===== src/rtl/proc_pkg.sv =====
// proc_pkg
// Shared definitions for the execute core: opcode encodings, instruction
// field positions and the control FSM state type.
package proc_pkg;

    // Opcodes, instruction[15:13]
    localparam logic [2:0] OP_ADD  = 3'b000;
    localparam logic [2:0] OP_ADDI = 3'b001;
    localparam logic [2:0] OP_SUBI = 3'b010;
    localparam logic [2:0] OP_SUB  = 3'b011;
    localparam logic [2:0] OP_AND  = 3'b100;
    localparam logic [2:0] OP_OR   = 3'b101;
    localparam logic [2:0] OP_MUL  = 3'b110;
    localparam logic [2:0] OP_LI   = 3'b111;

    // Instruction word layout: {op, rA, rB, low7}
    localparam int OP_MSB  = 15;
    localparam int OP_LSB  = 13;
    localparam int RA_MSB  = 12;
    localparam int RA_LSB  = 10;
    localparam int RB_MSB  = 9;
    localparam int RB_LSB  = 7;
    localparam int RC_MSB  = 2;
    localparam int RC_LSB  = 0;
    localparam int IMM_MSB = 6;
    localparam int IMM_LSB = 0;
    localparam int LI_MSB  = 9;
    localparam int LI_LSB  = 0;

    typedef enum logic [1:0] {
        IDLE = 2'd0,
        EXEC = 2'd1,
        MUL  = 2'd2
    } state_t;

endpackage


===== src/rtl/proc_exec_core_seq_multiplier.sv =====
// seq_multiplier
// Unsigned shift-add multiplier, one multiplier bit per cycle.
// Ports:
//   clk, reset : clock, synchronous active-high reset (aborts a run)
//   start      : load a/b on this edge and begin a W-cycle run
//   a, b       : operands (multiplicand, multiplier)
//   done       : one-cycle pulse, high the cycle after the last step
//   product    : full 2*W-bit product, valid while done is high
module seq_multiplier #(
    parameter int W = 16
) (
    input  logic           clk,
    input  logic           reset,
    input  logic           start,
    input  logic [W-1:0]   a,
    input  logic [W-1:0]   b,
    output logic           done,
    output logic [2*W-1:0] product
);

    localparam int CW = $clog2(W + 1);

    logic [2*W-1:0] mcand;
    logic [W-1:0]   mplier;
    logic [CW-1:0]  count;
    logic           running;

    always_ff @(posedge clk) begin
        if (reset) begin
            mcand   <= '0;
            mplier  <= '0;
            count   <= '0;
            running <= 1'b0;
            done    <= 1'b0;
            product <= '0;
        end else begin
            done <= 1'b0;
            if (start && !running) begin
                mcand   <= {{W{1'b0}}, a};
                mplier  <= b;
                product <= '0;
                count   <= CW'(W);
                running <= 1'b1;
            end else if (running) begin
                if (mplier[0]) begin
                    product <= product + mcand;
                end
                mcand  <= mcand << 1;
                mplier <= mplier >> 1;
                count  <= count - 1'b1;
                // Final step: product settles on this edge, done follows it.
                if (count == CW'(1)) begin
                    running <= 1'b0;
                    done    <= 1'b1;
                end
            end
        end
    end

endmodule


===== src/rtl/proc_exec_core.sv =====
// proc_exec_core
// Multi-cycle execute core with an 8-entry register file. Decodes the 16-bit
// RRR/RRI instruction word, runs single-cycle ALU ops in EXEC and MUL through
// a sequential shift-add multiplier.
// Ports:
//   clk, reset            : clock, synchronous active-high reset
//   init_we/addr/data     : serial register initialisation (IDLE only)
//   instr_valid/ready     : instruction handshake
//   instruction           : {op, rA, rB, low7}
//   result_valid          : one-cycle strobe, rA written on this cycle
//   result, flag_z/flag_c : last writeback value and its flags (held)
//   busy                  : core is not IDLE
//   dbg_addr/dbg_data     : combinational register-file read
//   dbg_state             : current FSM state
//
// Handshake: an instruction transfers on a rising edge where instr_valid and
// instr_ready are both high. instr_ready does not depend on instr_valid; the
// source holds instr_valid and instruction stable until the transfer.
module proc_exec_core
    import proc_pkg::*;
#(
    parameter int DATA_W     = 16,
    parameter int IMM_SIGNED = 0
) (
    input  logic              clk,
    input  logic              reset,
    input  logic              init_we,
    input  logic [2:0]        init_addr,
    input  logic [DATA_W-1:0] init_data,
    input  logic              instr_valid,
    output logic              instr_ready,
    input  logic [15:0]       instruction,
    output logic              result_valid,
    output logic [DATA_W-1:0] result,
    output logic              flag_z,
    output logic              flag_c,
    output logic              busy,
    input  logic [2:0]        dbg_addr,
    output logic [DATA_W-1:0] dbg_data,
    output state_t            dbg_state
);

    state_t            state;
    logic [DATA_W-1:0] regs [8];

    // Latched at accept
    logic [2:0]        op_q;
    logic [2:0]        ra_q;
    logic [DATA_W-1:0] opb_q;
    logic [DATA_W-1:0] opc_q;

    // Decode of the offered instruction
    logic [2:0]        dec_op, dec_ra, dec_rb, dec_rc;
    logic [DATA_W-1:0] imm_val, li_val, dec_opc;
    logic              accept;

    assign dec_op = instruction[OP_MSB:OP_LSB];
    assign dec_ra = instruction[RA_MSB:RA_LSB];
    assign dec_rb = instruction[RB_MSB:RB_LSB];
    assign dec_rc = instruction[RC_MSB:RC_LSB];

    always_comb begin
        imm_val = {{(DATA_W-7){1'b0}}, instruction[IMM_MSB:IMM_LSB]};
        if (IMM_SIGNED != 0) begin
            imm_val = {{(DATA_W-7){instruction[IMM_MSB]}}, instruction[IMM_MSB:IMM_LSB]};
        end
        li_val = DATA_W'(instruction[LI_MSB:LI_LSB]);
        // Second operand: register, immediate or load value depending on op
        case (dec_op)
            OP_ADDI, OP_SUBI: dec_opc = imm_val;
            OP_LI:            dec_opc = li_val;
            default:          dec_opc = regs[dec_rc];
        endcase
    end

    assign instr_ready = (state == IDLE) && !init_we && !reset;
    assign accept      = instr_valid && instr_ready;
    assign busy        = (state != IDLE);
    assign dbg_data    = regs[dbg_addr];
    assign dbg_state   = state;

    // ALU on latched operands
    logic [DATA_W:0]   add_wide;
    logic [DATA_W-1:0] alu_res;
    logic              alu_c;

    always_comb begin
        add_wide = '0;
        alu_res  = '0;
        alu_c    = 1'b0;
        case (op_q)
            OP_ADD, OP_ADDI: begin
                add_wide = {1'b0, opb_q} + {1'b0, opc_q};
                alu_res  = add_wide[DATA_W-1:0];
                alu_c    = add_wide[DATA_W];
            end
            OP_SUB, OP_SUBI: begin
                alu_res = opb_q - opc_q;
                alu_c   = (opb_q < opc_q);
            end
            OP_AND:  alu_res = opb_q & opc_q;
            OP_OR:   alu_res = opb_q | opc_q;
            OP_LI:   alu_res = opc_q;
            default: alu_res = '0;
        endcase
    end

    // Multiplier takes operands straight from the register file on accept,
    // the same edge the core latches them.
    logic                  mul_start;
    logic                  mul_done;
    logic [2*DATA_W-1:0]   mul_product;

    assign mul_start = accept && (dec_op == OP_MUL);

    seq_multiplier #(
        .W(DATA_W)
    ) u_mul (
        .clk     (clk),
        .reset   (reset),
        .start   (mul_start),
        .a       (regs[dec_rb]),
        .b       (regs[dec_rc]),
        .done    (mul_done),
        .product (mul_product)
    );

    always_ff @(posedge clk) begin
        if (reset) begin
            state        <= IDLE;
            for (int i = 0; i < 8; i++) begin
                regs[i] <= '0;
            end
            op_q         <= OP_ADD;
            ra_q         <= '0;
            opb_q        <= '0;
            opc_q        <= '0;
            result       <= '0;
            flag_z       <= 1'b0;
            flag_c       <= 1'b0;
            result_valid <= 1'b0;
        end else begin
            result_valid <= 1'b0;
            case (state)
                IDLE: begin
                    if (init_we) begin
                        regs[init_addr] <= init_data;
                    end else if (accept) begin
                        op_q  <= dec_op;
                        ra_q  <= dec_ra;
                        opb_q <= regs[dec_rb];
                        opc_q <= dec_opc;
                        state <= (dec_op == OP_MUL) ? MUL : EXEC;
                    end
                end
                EXEC: begin
                    regs[ra_q]   <= alu_res;
                    result       <= alu_res;
                    flag_z       <= (alu_res == '0);
                    flag_c       <= alu_c;
                    result_valid <= 1'b1;
                    state        <= IDLE;
                end
                MUL: begin
                    if (mul_done) begin
                        regs[ra_q]   <= mul_product[DATA_W-1:0];
                        result       <= mul_product[DATA_W-1:0];
                        flag_z       <= (mul_product[DATA_W-1:0] == '0);
                        flag_c       <= |mul_product[2*DATA_W-1:DATA_W];
                        result_valid <= 1'b1;
                        state        <= IDLE;
                    end
                end
                default: state <= IDLE;
            endcase
        end
    end

endmodule


===== config.mk =====
export PLATFORM = sky130hd
export DESIGN_NAME = proc_exec_core
export DESIGN_NICKNAME = d
export VERILOG_FILES = /design/src/rtl/proc_pkg.sv /design/src/rtl/proc_exec_core_seq_multiplier.sv /design/src/rtl/proc_exec_core.sv
export SDC_FILE = /design/constraint.sdc
export NUM_CORES = 1
export LEC_CHECK = 0
export BUFFER_PORTS_ARGS = -buffer_cell sky130_fd_sc_hd__buf_2
export CAP_MARGIN = 40
export CORE_ASPECT_RATIO = 1.2
export CORE_MARGIN = 2
export CORE_UTILIZATION = 34
export CTS_CLUSTER_DIAMETER = 30
export DETAILED_ROUTE_END_ITERATION = 16
export GPL_ROUTABILITY_DRIVEN = 0
export GPL_TIMING_DRIVEN = 0
export PLACE_DENSITY = 0.47
export SLEW_MARGIN = 30
export SYNTH_ARGS = -nofsm -noshare
export SYNTH_HDL_FRONTEND = slang
export SYNTH_SLANG_ARGS = --single-unit

===== constraint.sdc =====
create_clock -name clk -period 4.85 [get_ports clk]
set_clock_uncertainty 0.1 [all_clocks]
set_input_delay 0.2425 -clock clk [delete_from_list [all_inputs] [get_ports clk]]
set_output_delay 0.2425 -clock clk [all_outputs]
set_load 0.02 [all_outputs]

== Word-level counts from Yosys, hierarchy flattened ==
Memories as Yosys holds them, arrays and structs flattened.
Index checks and enable logic that the tools add are counted.
W data, S select, Z words.
Storage, ports and cells
  register bits: 146
  bits in latches: 0
  bits in writable memories: 128
  bits in read-only memories: 0
  output and inout port bits: 39
  memories: 1
Memories
  regs: words 8, width 16, read ports 3, clocked after memory_dff 0, write ports 8, RTL line proc_exec_core.sv:44  | logic [DATA_W-1:0] regs [8];
Operators by class
  add/sub/neg operators: 4
  $mul: 0
  div/mod/pow operators: 0
  $lt $le $gt $ge: 1
  equal/unequal tests: 16
  shifts and indexed selects: 0
  muxes and demuxes: 45
  bitwise logic cells: 5
  reduce and logical (&&, ||, !) cells: 27
Operators by type and width (number)
  $mux W16: 8
  $pmux W16 S5: 1
  $pmux W16 S2: 2
  $reduce_or A16 Y1: 3
  $add A32 B32 Y32: 1
  $logic_not A16 Y1: 2
  $mux W1: 21
  $add A16 B16 Y17: 1
  $and A16 B16 Y16: 1
  $lt A16 B16 Y1: 1
  $or A16 B16 Y16: 1
  $sub A16 B16 Y16: 1
  $eq A3 B3 Y1 const B: 5
  $mux W5: 2
  $eq A3 B2 Y1 const B: 3
  $mux W2: 4
  $pmux W1 S2: 4
  $reduce_or A2 Y1: 4
  $eq A3 B1 Y1 const B: 2
  $mux W3: 2
  $reduce_and A3 Y1: 2
  $reduce_bool A2 Y1: 3
  $eq A5 B1 Y1 const B: 1
  $logic_and A1 B1 Y1: 5
  13 further kinds: 18

== Longest topological paths before layout ==
  depth after elaboration: 7
  gate-level depth with buffers: 14
  gate-level depth less buffers: 14

== By module ==
From an unflattened synthesis, not the netlist that was laid out.
Second synthesis, totals
  cells, all modules: 1746
  area total of the unflattened synthesis: 17539.3 um2
Modules (own cells, without submodules)
  proc_exec_core: times used 1, cells each 1142, area an instance 12634.6 um2
  seq_multiplier: times used 1, cells each 604, area an instance 4904.7 um2

== Least setup slack after synthesis ==
No wires, ideal clock.
  kind: reg2reg
  start: register state[0] (netlist: dbg_state[0])
  end: memory regs[6][0], enable pin
  setup time: 372 ps
  data arrival time: 2715 ps
  slack: 1663 ps
  stages on the path, launching flop included: 12
  buffers on the path: 3
  cells stage by stage: dfxtp_1 -> inv_1 -> ha_1 -> and2_1 -> clkbuf_1 -> o21ai_1 -> clkbuf_1 -> nand3_1 -> o21ai_0 -> nand2_1 -> clkbuf_1 -> nand2_1
RTL lines
  from (decl): RTL line proc_exec_core.sv:43  | state_t state;
  from (signal assigned): RTL line proc_exec_core.sv:153  | state <= (dec_op == OP_MUL) ? MUL : EXEC;
  to (decl): RTL line proc_exec_core.sv:44

==> impl_metrics.toml <==
[outcome]
status = "finished, final reports clean"

[hold_path]
holdPathEnd = "regs[5][14]$_SDFFCE_PN0P_"
hold_path_depth = 3
min_path_type = "in -> reg"
min_from = "init_data[14]"

[synth]
yosysUniqueCellTypes = 78
ys.flop_type = "dfxtp_1"
synth_area_mm2 = 0.0171
yosys-top-cells-count = "nor2_1 (295), dfxtp_1 (146), nand2_1 (146)"
synth_area_leaders = "edfxtp_1 (22%), dfxtp_1 (17%), mux4_2 (13%)"
ys_async_sr_fraction = 0
syn_area_per_cell_um2 = 9.91
synth_top_area_frac = 0.225
yosysWarnings = 0
synth_top_cell_by_area = "edfxtp_1"
syn_nets = 1859
synth_edf_count = 128
syn_inst = 1727
synth.most_common_cell = "nor2_1"
synth-seq-cells = 274
yosysSeqAreaShare = 0.396

[final_layout]
n_antenna_cell = 0
syn_to_final_growth_pct = 21.5
fin_cells = 2579
final_nets = 2019
drive_gt1_frac = 0.187

[sta]
fmax_mhz = 216
fin_tns_setup_ps = 0
hold_slack_ps = 56.9
worst_slew_pin_slew_ps = 882
hold_viol = 0
rsz0062_at_grt = "false"
slew_violations = 0
fin_crit_ps = 4620
setup_viol = 0
relSlewSlack = 0.412
fin_crit_sh = 0.953

[setup_path]
worstPathRequired_ps = 4950
cp-startpoint = "dbg_state[0]$_SDFFE_PP0P_"
worstSetupPathType = "reg -> reg"
reg2regPathDepth = 11
cp_cell_sequence = "inv_1 -> ha_1 -> and2_1 -> clkbuf_1 -> o21ai_1 -> clkbuf_1 -> nand3b_1 -> o21ai_0 -> nand2_1 -> clkbuf_1 -> nand2_1"
worst_path_max_delay_cell = "nand2_1"
cpPeakStageDelay_ps = 680
cp_common_cell = "clkbuf_1"
regToRegSetupSlack_ps = 230
rr_endpoint = "regs[3][10]$_SDFFCE_PN0P_"
crit_path_end_kind = "flip-flop"
critPathArrivalTime_ps = 4720
worst-path-max-fanout = 16
setup.worst_path.start_class = "flip-flop"
r2r_start = "dbg_state[0]$_SDFFE_PP0P_"

[floorplan]
dieArea_mm2 = 0.0521
die_h_um = 250
rows = 90
coreArea_mm2 = 0.0500
pin_count = 81
start_util = 0.342
die_x_um = 209

[drt]
vias = 14300
drtIter0Drc = 989
ant_nets = 0
dr.pass1.iters = 5
vias_per_cell = 5.55
wl_mm = 58.4
wl_per_cell_um = 22.6
route.detailed.drc = 0

[global_route]
grt-ovfl-total = 0
grt_pass1_vias = 14300
track_usage = 0.225
grt_antenna_before_repair = 0
grt_pass1_wl_mm = 88.2
grt_max_degree = 17

[pwr]
ir_worst_vdd_mv = 0.183
pwr_density_cell_mw_per_mm2 = 388
total_leakage_power_nw = 7.87

[clock_tree]
cts-root-buf = "clkbuf_16"
cts.sinks = 274
cts_tree = "yes"
cts.htree.levels = 3
clk_pin_slew_ps = 50
cts_buffer_depth = 3
clk-insertion-delay-late_ps = 580
numCtsBuffers = 68

[placed_design]
dp.cells = 2449
port_buffers = 71
dpl.hpwl_mm = 46.4

[run]
maxCapViolCount = 0
-- stage by stage --
step                      setup WS, ps   util  power, mW  area [um2]
after floorplan                   1660      -       3.16       17100
after global routing              87.0  0.416       8.32       20800
after detailed placement           301  0.367       3.49       18400
after global placement             465  0.365       3.47       18300
final                              229  0.416       8.06       20800
after CTS                          279  0.415       8.13       20800
-- layer usage --
metal / vias up / global-route usage / wire length (um)
met5: - / 0 / 0
met4: 0 / 0.113 / 2660
met3: 135 / 0.0375 / 3220
met2: 525 / 0.378 / 28400
met1: 6938 / 0.278 / 24100
li1: 6725 / - / -
-- sequential cells by signal, indices dropped and copies added, names as in the netlist --
register,cells
flag_z,1
result_valid,1
ra_q,3
u_mul.mcand,32
dbg_state,2
flag_c,1
u_mul.product,32
op_q,3
regs,128
opc_q,16
u_mul.count,5
u_mul.mplier,16
u_mul.done,1
result,16
opb_q,16
u_mul.running,1
-- cell usage in the layout (no fill, tap or decap), types with 62 or more instances in the layout --
cell and instances:
ha_1 87, a21oi_1 131, mux4_2 96, edfxtp_1 128
nor2_1 295, buf_2 89, dfxtp_1 146, clkbuf_16 70
clkbuf_1 95, inv_1 62, nand2_1 145, mux2i_1 67
-- layout make-up --
| class | instances | area, um2 |
|---|---|---|
| inverter | 63 | 236 |
| sequential | 274 | 6770 |
| clock buffer | 77 | 1830 |
| tap | 644 | 806 |
| timing repair buffer | 90 | 533 |
| fill | 4941 | 29200 |
| buffer | 118 | 463 |
| clock inverter | 41 | 484 |
| multi-input combinational | 1272 | 9670 |
-- critical path: cells and delay by family, from the launching register on --
kind | cells | cell delay (ps)
adders and majority gates | 1 | 250
and+or+nand+nor | 4 | 1250
buffers and inverters | 4 | 1350
AOI/OAI and AO/OA | 2 | 820
DFF | 1 | 460
-- worst max-delay path by stage --
stage                     slack, ps  cells after the start                   endpoint
final                           230                     11  regs[3][10]$_SDFFCE_PN0P_
after CTS                       280                     11   regs[7][4]$_SDFFCE_PN0P_
after global placement          470                     11   regs[7][1]$_SDFFCE_PN0P_
after global routing             90                     12   regs[7][2]$_SDFFCE_PN0P_
after floorplan                1660                     11   regs[6][0]$_SDFFCE_PN0P_
after detailed placement        300                     11   regs[7][1]$_SDFFCE_PN0P_
-- cell families (layout without fill, tap and decap cells) --
| kind of cell | count (synthesis) | count (layout) | share of synthesized area |
|---|---|---|---|
| muxes | 185 | 185 | 0.180 |
| xor gates and xnor gates | 40 | 40 | 0.0205 |
| and+or+nand+nor | 547 | 547 | 0.135 |
| adders and majority gates | 90 | 90 | 0.0671 |
| AOI/OAI and AO/OA | 410 | 410 | 0.161 |
| DFF | 274 | 274 | 0.396 |
| buffers and inverters | 181 | 389 | 0.0408 |
-- power breakdown --
part | switching (mW) | total, mW | leakage [nW] | internal, mW
Sequential | 0.0646 | 2.57 | 2.51 | 2.51
Combinational | 0.555 | 0.890 | 4.23 | 0.335
Clock | 1.43 | 4.60 | 1.14 | 3.17
-- repair_timing --
action	in CTS	in global routing
setup endpoints to repair	0	13
endpoints found under the hold margin	10	0
buffers inserted	0	0
gates resized for setup	0	1
hold buffers	10	0
Note: power is estimated with default switching activity, not from simulation.
